## config.mk

```make
export PLATFORM = sky130hd
export DESIGN_NAME = bank_arbiter
export DESIGN_NICKNAME = d
export VERILOG_FILES = /design/src/rtl/bank_arbiter.sv
export SDC_FILE = /design/constraint.sdc
export NUM_CORES = 1
export LEC_CHECK = 0
export CORE_MARGIN = 4
export CORE_UTILIZATION = 54
export DETAILED_ROUTE_END_ITERATION = 8
export HOLD_SLACK_MARGIN = 0.06
export PLACE_DENSITY = 0.84
export SETUP_SLACK_MARGIN = 0.02
export SLEW_MARGIN = 25
export SYNTH_ARGS = -nofsm -noshare
export SYNTH_HDL_FRONTEND = slang
export SYNTH_SLANG_ARGS = --single-unit
```

## constraint.sdc

```tcl
create_clock -name clk -period 7.2 [get_ports clk]
set_input_delay 1.08 -clock clk [delete_from_list [all_inputs] [get_ports clk]]
set_output_delay 1.08 -clock clk [all_outputs]
set_load 0.05 [all_outputs]
```

## src/rtl/bank_arbiter.sv

```systemverilog
// bank_arbiter: round-robin grant of one banked-memory port with per-bank busy windows
module bank_arbiter #(
  parameter int NREQ = 4,
  parameter int NBANK = 32,
  parameter int BUSY = 2,
  localparam int A = $clog2(NBANK),
  localparam int IW = $clog2(NREQ),
  localparam int CW = BUSY > 1 ? $clog2(BUSY) : 1
) (
  input  logic              clk,
  input  logic              rst,
  input  logic [NREQ-1:0]   req_valid,
  input  logic [NREQ*A-1:0] req_addr,
  output logic [NREQ-1:0]   req_ready,
  output logic [NBANK-1:0]  csel,
  output logic              gnt_valid,
  output logic [IW-1:0]     gnt_id,
  output logic [NBANK-1:0]  bank_busy
);
  logic [A-1:0] addr [NREQ];
  logic [CW-1:0] cnt [NBANK];
  logic [NREQ-1:0] elig;
  logic [IW-1:0] ptr;
  logic [IW-1:0] w;
  logic [A-1:0] waddr;
  logic found;
  int j;
  genvar g;
  for (g = 0; g < NREQ; g++) begin : g_req
    assign addr[g] = req_addr[g*A +: A];
    assign elig[g] = req_valid[g] && 32'(addr[g]) < NBANK && cnt[addr[g]] == '0;
  end
  for (g = 0; g < NBANK; g++) begin : g_bank
    assign bank_busy[g] = cnt[g] != '0;
  end
  always_comb begin
    found = 1'b0;
    w = '0;
    j = 0;
    for (int k = 0; k < NREQ; k++) begin
      j = int'(ptr) + k;
      j = j >= NREQ ? j - NREQ : j;
      if (!found && elig[IW'(j)]) begin
        found = 1'b1;
        w = IW'(j);
      end
    end
  end
  assign waddr = addr[w];
  assign req_ready = found ? NREQ'(1) << w : '0;
  always_ff @(posedge clk) begin
    if (rst) begin
      ptr <= '0;
      csel <= '0;
      gnt_valid <= 1'b0;
      gnt_id <= '0;
      for (int b = 0; b < NBANK; b++) cnt[b] <= '0;
    end else begin
      gnt_valid <= found;
      csel <= found ? NBANK'(1) << waddr : '0;
      if (found) begin
        gnt_id <= w;
        ptr <= 32'(w) == NREQ - 1 ? '0 : w + 1'b1;
      end
      // a granted bank is always idle, so load and decrement never collide
      for (int b = 0; b < NBANK; b++)
        cnt[b] <= found && 32'(waddr) == b ? CW'(BUSY - 1) : cnt[b] - CW'(cnt[b] != '0);
    end
  end
endmodule

```

* Word level (Yosys, flattened, before mapping)
Memory sizes are Yosys's and may differ from the RTL's.
Index checks and enable logic that the tools add are counted.
** Word-level totals
- Register bits :: 37
- Bits in latches :: 0
- RAM bits :: 32
- Bits in read-only memories :: 0
- Input port bits :: 26
- Output and inout port bits :: 71
- Word-level logic and storage cells :: 266
- Memories kept :: 1
** Memory list
- cnt :: depth 32, width 1, read ports 36, clocked after memory_dff 0, wr ports 32, RTL line 21 : logic [CW-1:0] cnt [NBANK];
** Cells by class
- Add/subtract/negate cells :: 40
- Multiply operators :: 0
- Div/mod/pow operators :: 0
- Order comparisons :: 9
- Eq/ne operators :: 32
- Shift operators :: 2
- Mux-type cells :: 96
- Bitwise operators :: 38
- Reduce and logical (&&, ||, !) cells :: 44
** Operator list (count)
- 5-bit == test (second input constant) :: 16
- 1-bit 2-to-1 mux :: 79
- 5-bit by 4-bit == test with 1-bit output (second input constant) :: 8
- 1-bit logical AND :: 39
- 1-bit OR :: 32
- 1-bit by 5-bit left shift with 32-bit output (first input constant) :: 1
- 1-bit subtractor :: 32
- 5-bit by 3-bit == test with 1-bit output (second input constant) :: 4
- 2-bit 2-to-1 mux :: 9
- 2-bit by 4-bit < comparator with 1-bit output (second input constant) :: 4
- 3-bit greater-or-equal comparator (second input constant) :: 4
- 5-bit binary-select mux with 2-bit select :: 1
- 5-bit by 2-bit == test with 1-bit output (second input constant) :: 2
- 5-bit 2-to-1 mux :: 2
- 1-bit binary-select mux with 2-bit select :: 4
- 2-bit by 1-bit subtractor with 2-bit output (second input constant) :: 4
- 2-bit by 2-bit adder with 3-bit output (second input constant) :: 2
- 5-bit by 1-bit == test with 1-bit output (second input constant) :: 1
- 5-bit logical NOT :: 1
- 1-bit inverter :: 5
- 4-bit 2-to-1 mux :: 1
- 1-bit by 2-bit left shift with 4-bit output (first input constant) :: 1
- 2-bit by 1-bit adder with 3-bit output (second input constant) :: 1
- 2-bit by 3-bit greater-or-equal comparator with 1-bit output (second input constant) :: 1
- other kinds (5) :: 7

* Depth between registers and ports, before layout
Gate-level depths: netlist (run 1).
An unclocked memory read counts as a cell.
- Depth after elaboration :: 24
- Gate-level depth with buffers :: 15
- Depth with buffers taken out :: 10

* Least setup slack after synthesis (run 1)
No wires, ideal clock.
- Path type :: input port to output port
- From :: input port req_addr[5]
- To :: output port req_ready[1]
- Data arrival time :: 3.254 ns
- Required time :: 6.120 ns
- Path slack :: 2.866 ns
- Stages :: 9
- Path buffers :: 1
- Cells stage by stage :: buf_6 > mux2_1 > o211a_1 > nand3_1 > nand4_2 > a21o_1 > a211oi_4 > ha_1 > and2_1
** On the way
- Longest elaborated chain between the ends :: 18
- Elaborated cells between the ends (all ways) :: 31
** RTL lines
- start, declared :: RTL line 13 : input logic [NREQ*A-1:0] req_addr,
- memory 32 x 1 bit (*)
- 1-bit inverter (*) :: RTL line 31 : assign elig[g] = req_valid[g] && 32'(addr[g]) < NBANK && cnt[addr[g]] == '0;
- 1-bit logical AND (*) :: RTL line 31
- 1-bit binary-select mux with 2-bit select :: RTL line 43 : if (!found && elig[IW'(j)]) begin
- 1-bit 2-to-1 mux (implied by the code) (2 in a row) :: RTL line 43
- 1-bit 2-to-1 mux :: RTL line 43
- 1-bit logical NOT :: RTL line 43
- 1-bit logical AND :: RTL line 43
- [2 not listed]
- 1-bit logical AND :: RTL line 43
- 1-bit 2-to-1 mux :: RTL line 43
- 1-bit logical NOT :: RTL line 43
- 1-bit logical AND :: RTL line 43
- 2-bit 2-to-1 mux (*) :: RTL line 43
- net w[0] :: RTL line 24 : logic [IW-1:0] w;
- 1-bit by 2-bit left shift with 4-bit output (*) :: RTL line 50 : assign req_ready = found ? NREQ'(1) << w : '0;
- 4-bit 2-to-1 mux (*) :: RTL line 50
- end, declared :: RTL line 14 : output logic [NREQ-1:0] req_ready,
Mark *: on every way through the listed nets, which the timed path passes. The rest lies on a longest branch. The select of a mux whose other input is x is not followed.

* Final worst setup path (run 1)
- From :: input port req_addr[5]
- To :: output port req_ready[2]
** On the way
- Longest elaborated chain between the ends :: 18
- Elaborated cells between the ends (all ways) :: 31
** RTL lines (RTL line)
- memory 32 x 1 bit (*)
- 1-bit inverter (*) :: 31
- 1-bit logical AND (*) :: 31
- 1-bit binary-select mux with 2-bit select :: 43
- 1-bit 2-to-1 mux (implied by the code) (2 in a row) :: 43
- 1-bit 2-to-1 mux :: 43
- 1-bit logical NOT :: 43
- 1-bit logical AND :: 43
- 1-bit 2-to-1 mux :: 43
- 1-bit logical NOT :: 43
- 1-bit logical AND :: 43
- 1-bit 2-to-1 mux :: 43
- 1-bit logical NOT :: 43
- 1-bit logical AND :: 43
- 2-bit 2-to-1 mux :: 43
- 1-bit by 2-bit left shift with 4-bit output :: 50
- 4-bit 2-to-1 mux (*) :: 50
Mark *: on every way between the ends. The rest lies on a longest branch, timed or not. The select of a mux whose other input is x is not followed.

==> reports/summary.txt, run 1 <==
Status -> finished, final reports clean
Commonest non-fill, non-tap cell in the layout -> clkdlybuf4s50_1
Routability cong. -> 1.01
Fmax -> 155 MHz
Setup TNS -> 0 ps
Tightest Pin Transition -> 943 ps
Final HPWL DP -> 9320 um
Slowest-stage cell, CP -> clkdlybuf4s50_1
Share of cells above drive strength 1 -> 7.83%
RR Endpoint -> cnt[3]
WP data required -> 6120 ps
Nets -> 525
Area of the mapped netlist -> 0.00413 mm2
Post-Route WL -> 12600 um
First-pass GRT wire length -> 19500 um
Worst-path cell chain -> clkdlybuf4s50_1 > mux2i_1 > a22oi_1 > a31oi_1 > nand4_2 > a21boi_2 > o211ai_2 > inv_1 > ha_1 > and2_1 > clkdlybuf4s50_1
WHS Endpoint -> gnt_id[1]
Max_slew headroom -> 35.9%
Clk_lat worst skew -> 330 ps
R2R Path Start -> cnt[7]
Finish-stage setup viols -> 0
Drt pass-1 iters -> 5
Post-DRT Antenna Nets -> 0
Post-synth EDFFs -> 0
Clk_skew -> 5.35 ps
Die ar. -> 0.00912 mm2
CP dominant cell by count -> clkdlybuf4s50_1
Tcrit/Tclk final -> 89.7%
Worst Path Max Fanout -> 18
Starting density of the core -> 56.4%
Hold path start -> gnt_id[1]
Main flop type after synthesis -> dfxtp_1
Final instance area -> 0.00502 mm2
TritonCTS Buffers -> 9
Net count after synthesis -> 472
Final Util -> 68.4%
Worst hold path depth -> 2
Final min period -> 6460 ps
Clock sinks -> 69
VDD IR-drop max -> 0.000201 V
Post-cts resize count -> 0
Hold WC Path Type -> reg -> reg
Max Cap Viol -> 0
CP Class -> in -> out
Diode count -> 0
Initial drt markers -> 263
Initial antenna violation count -> 0
Crit path arrival time -> 5380 ps
Clock-pin slew on the worst setup and hold paths -> 60 ps
Synth Register Bits -> 69
RSZ-0062 raised after global routing -> false
Final hold violations -> 0
Startpoint Class -> primary input
DR DRC count -> 0
Sequential area share after synthesis -> 33.4%
Root Buffer -> clkbuf_8
Die X-Extent -> 95.5 um
CORE AREA -> 0.00733 mm2
H-tree depth -> 3
Pwr/cell area -> 237 mW/mm2
Hold Buf Count CTS -> 0
PortBufs -> 96
Count of cell types in the netlist -> 50
CTS tree -> done
Drt via density -> 6.23
Post-CTS repair timing setup buffer count -> 0
Max-slew violation count -> 0
Max clock buf depth -> 2
Overflow after GRT -> 0
Commonest non-fill, non-tap cells in the layout -> clkdlybuf4s50_1, dfxtp_1, mux2i_1
Final hold slack -> 464 ps
Via count -> 3718
Syn Inst Count -> 442
R2R cell count -> 11
Syn avg cell area -> 9.35 um2
Place WS -> 784 ps
Placed standard-cell area -> 0.00483 mm2
I/O pin total -> 97
Post-synth ARST share -> 0%
Drt wl/cell -> 21.1 um
Slowest cell delay on critical path -> 1070 ps
GRT Resource Usage Total -> 28.1%
Area Growth Syn to Fin -> 21.4%
Synth Warn # -> 0
Largest net degree at the start of global routing -> 33
Slack of the critical path -> 744 ps
Cell Rows -> 31
Die Span Y -> 95.5 um
Vias in the first global route -> 3652
Reg-to-reg setup timing slack -> 3120 ps
Leakage Power -> 1.89 nW
Setup crit end kind -> output pin
[synthesized netlist by cell type, types with 2 or more instances]
cell type,n,area (um2)
a22oi_1,13,97.6
o211a_1,4,40.0
and2_1,10,62.6
ha_1,4,50.1
nor4_1,8,50.1
nor2b_1,11,68.8
o22a_1,2,17.5
o2111ai_1,6,52.6
a22o_1,2,17.5
a21o_1,2,15.0
mux4_2,2,45.0
clkbuf_1,9,33.8
nor3b_1,9,67.6
nor4b_1,8,70.1
nand3_1,12,60.1
a21oi_1,11,55.1
nand2b_1,7,43.8
dfxtp_1,69,1380
mux2i_1,59,591
buf_1,3,11.3
buf_4,32,240
nor3_2,4,40.0
buf_6,8,90.1
nor3_1,36,180
inv_1,12,45.0
a211oi_1,3,22.5
o211ai_1,7,52.6
nand2_1,29,109
mux2_2,5,56.3
nor2_1,12,45.0
nand4_1,4,25.0
mux4_1,2,52.6
a2bb2oi_1,3,26.3
buf_2,4,20.0
a31oi_1,4,25.0
o21ai_0,3,15.0
mux2_1,4,45.0
a21boi_0,4,30.0
a311oi_1,4,35.0
[power breakdown]
group	internal [mW]	switching (mW)	total [mW]	leakage (nW)
combinational	0.150	0.314	0.464	1.24
clock	0.165	0.132	0.297	0.0902
sequential	0.403	0.0237	0.427	0.558
[layer usage]
layer	vias up	part of all wire [%]	GRT usage, %
met2	195	47	44.9
met5	-	0	0
li1	1704	-	-
met4	0	2.6	12.1
met3	35	8.4	6.55
met1	1784	42	36.2
[state kept, by name, indices dropped and copies added, names as in the netlist]
register,count
csel,32
gnt_valid,1
gnt_id,2
ptr,2
cnt,32
[critical path, delay by kind of cell]
| family | cells | cell delay, ps |
|---|---|---|
| AO/OA/AOI/OAI | 4 | 1190 |
| adder cells (fa/ha/maj) | 1 | 280 |
| buffers and inverters | 3 | 2160 |
| multiplexers | 1 | 300 |
| AND/OR/NAND/NOR | 2 | 350 |
[metrics by stage]
step / instances / power [mW]
after CTS: 597 / 1.18
after global placement: 583 / 0.883
after global routing: 597 / 1.24
after detailed placement: 583 / 0.890
after floorplan: 442 / 0.774
final: 597 / 1.19
[how the worst max path moves through the flow]
stage | startpoint | to
after floorplan | req_addr[5] | req_ready[1]
after global placement | req_addr[0] | req_ready[2]
after CTS | req_addr[5] | req_ready[2]
after detailed placement | req_addr[5] | req_ready[2]
after global routing | req_addr[5] | req_ready[2]
final | req_addr[5] | req_ready[2]
[kinds of logic after synthesis]
group,Yosys count,share of synthesized area (%)
compound gates,73,14.0
flops,69,33.4
fa+ha+maj,4,1.21
buf+inv,70,11.3
mux,72,19.1
simple gates,154,20.9
[area by class of cell]
cell class	count	area [um2]
Clock buffer	10	138
Clock inverter	4	50.0
Fill cell	565	2310
Inverter	13	51.3
Multi-Input combinational cell	303	2290
Sequential cell	69	1380
Tap cell	99	124
Timing Repair Buffer	99	983
Power figures use the tool's default switching activity.
==> inputs of run 2 (changes only) <==
CORE_UTILIZATION = 51   (was 54)
MAX_ROUTING_LAYER = met4   (was default)
PLACE_DENSITY = 0.79   (was 0.84)
clock period = 7.1 ns   (was 7.2 ns; I/O delays follow)
==> run 2 against run 1 <==
Via count down 0.56%. Design area up 0.42%. Critical endpoint is now req_ready[0]. Wire length up 2.0%. Flip-flop and latch count unchanged. Cell count up 1.0%. Sequential power up 1%. Clock power up 7.7%. Hold slack worse by 4.2 ps. Combinational power up 3%. Die area up 5.4%.
==> reports/summary.txt, run 2 (same netlist as run 1, synthesis figures left out) <==
Status -> finished, final reports clean
Overflow after GRT -> 0
Max_slew headroom -> 37.2%
Slowest cell delay on critical path -> 1090 ps
TritonCTS Buffers -> 9
Largest net degree at the start of global routing -> 33
Post-cts resize count -> 0
Final cell count without fillers -> 603
Final min period -> 6140 ps
Pwr/cell area -> 244 mW/mm2
DR DRC count -> 0
Setup crit end kind -> output pin
Delay-heaviest family, CP -> buffers and inverters
Tcrit/Tclk final -> 86.5%
Commonest non-fill, non-tap cell in the layout -> clkdlybuf4s50_1
Max-slew violation count -> 0
Post-CTS repair timing setup buffer count -> 0
Tightest Pin Transition -> 940 ps
Drt pass-1 iters -> 5
I/O pin total -> 97
Max clock buf depth -> 2
Leakage Power -> 1.90 nW
Commonest non-fill, non-tap cells in the layout -> clkdlybuf4s50_1, dfxtp_1, mux2i_1
Startpoint Class -> primary input
Place WS -> 1030 ps
Cell Rows -> 32
GRT Resource Usage Total -> 27.5%
Placed Cells incl. Taps -> 587
Post-Route WL -> 12800 um
Placed standard-cell area -> 0.00484 mm2
Nets -> 526
Slowest-stage cell, CP -> clkdlybuf4s50_1
Die ar. -> 0.00961 mm2
Initial drt markers -> 236
Worst Path Max Fanout -> 18
WP buf/inv -> 3
Final Util -> 64.5%
Vias in the first global route -> 3676
Final HPWL DP -> 9540 um
Final instance area -> 0.00504 mm2
CORE AREA -> 0.00781 mm2
Clock sinks -> 69
PortBufs -> 96
Area Growth Syn to Fin -> 21.9%
WP data required -> 6030 ps
Diode count -> 0
Crit path arrival time -> 5080 ps
RSZ-0062 raised after global routing -> false
Slack of the critical path -> 956 ps
Share of cells above drive strength 1 -> 8.38%
Root Buffer -> clkbuf_8
Clk_skew -> 11.9 ps
Drt wl/cell -> 21.3 um
H-tree depth -> 3
CP Class -> in -> out
Largest regs -> cnt (32), csel (32)
Max Cap Viol -> 0
Fmax -> 163 MHz
Drt via density -> 6.13
Setup TNS -> 0 ps
Post-DRT Antenna Nets -> 0
Via count -> 3697
Hold WC Path Type -> reg -> reg
Finish-stage setup viols -> 0
Clock-pin slew on the worst setup and hold paths -> 80 ps
Starting density of the core -> 52.9%
Hold Buf Count CTS -> 0
Routability cong. -> 0.985
Clk_lat worst skew -> 350 ps
Final hold violations -> 0
First-pass GRT wire length -> 20400 um
CP dominant cell by count -> clkdlybuf4s50_1
VDD IR-drop max -> 0.000237 V
Initial antenna violation count -> 0
Worst-path cell chain -> clkdlybuf4s50_1 > mux2i_1 > a311oi_1 > a31oi_1 > nand4_2 > a21o_1 > a211oi_4 > inv_4 > ha_1 > and2_1 > clkdlybuf4s50_1
CTS tree -> done
Die X-Extent -> 98.0 um
Die Span Y -> 98.0 um
## run 2: cell count changes in the layout (fill, tap and decap cells not counted)
cell and change:
clkbuf_8 -1, inv_6 +2, clkinv_2 +1, clkinvlp_4 -1, clkinv_4 +1, buf_4 +1
## run 2: area by class of cell
cell class,instances,area (um2)
Clock buffer,9,124
Clock inverter,7,73.8
Fill cell,668,2770
Inverter,13,51.3
Multi-Input combinational cell,303,2290
Sequential cell,69,1380
Tap cell,102,128
Timing Repair Buffer,100,991
## run 2: metrics by stage
| step | hold slack, ps | total power, mW |
|---|---|---|
| after floorplan | 522 | 0.785 |
| after global placement | 446 | 0.903 |
| after detailed placement | 449 | 0.910 |
| after CTS | 460 | 1.22 |
| after global routing | 493 | 1.28 |
| final | 460 | 1.23 |
## run 2: final timing paths
kind | slack [ps] | start | end | depth (start not counted)
hold / removal | 460 | gnt_id[1] | gnt_id[1] | 2
setup / recovery | 960 | req_addr[5] | req_ready[0] | 11
setup reg to reg | 3520 | cnt[7] | cnt[19] | 10
hold reg to reg | 460 | gnt_id[1] | gnt_id[1] | 2
## run 2: metal layers
| layer | global-route usage (%) | up-vias | wire length, um |
|---|---|---|---|
| li1 | - | 1708 | - |
| met1 | 36.0 | 1758 | 5570 |
| met2 | 41.0 | 202 | 5890 |
| met3 | 5.21 | 29 | 1040 |
| met4 | 12.9 | 0 | 333 |
| met5 | - | - | 0 |
## run 2: worst min-delay path: stages, from the launching register on
cell     delay (ps)
dfxtp_1         320
nand2_1          50
a21oi_1          50
## run 2: power breakdown
part / internal [mW] / switching [mW]
sequential: 0.408 / 0.0238
clock: 0.164 / 0.157
combinational: 0.154 / 0.323
==> inputs of run 3 (changes only) <==
GPL_ROUTABILITY_DRIVEN = 1   (was default)
==> results of run 3 <==
The final DEF is identical to that of run 2; final timing and power are the same.
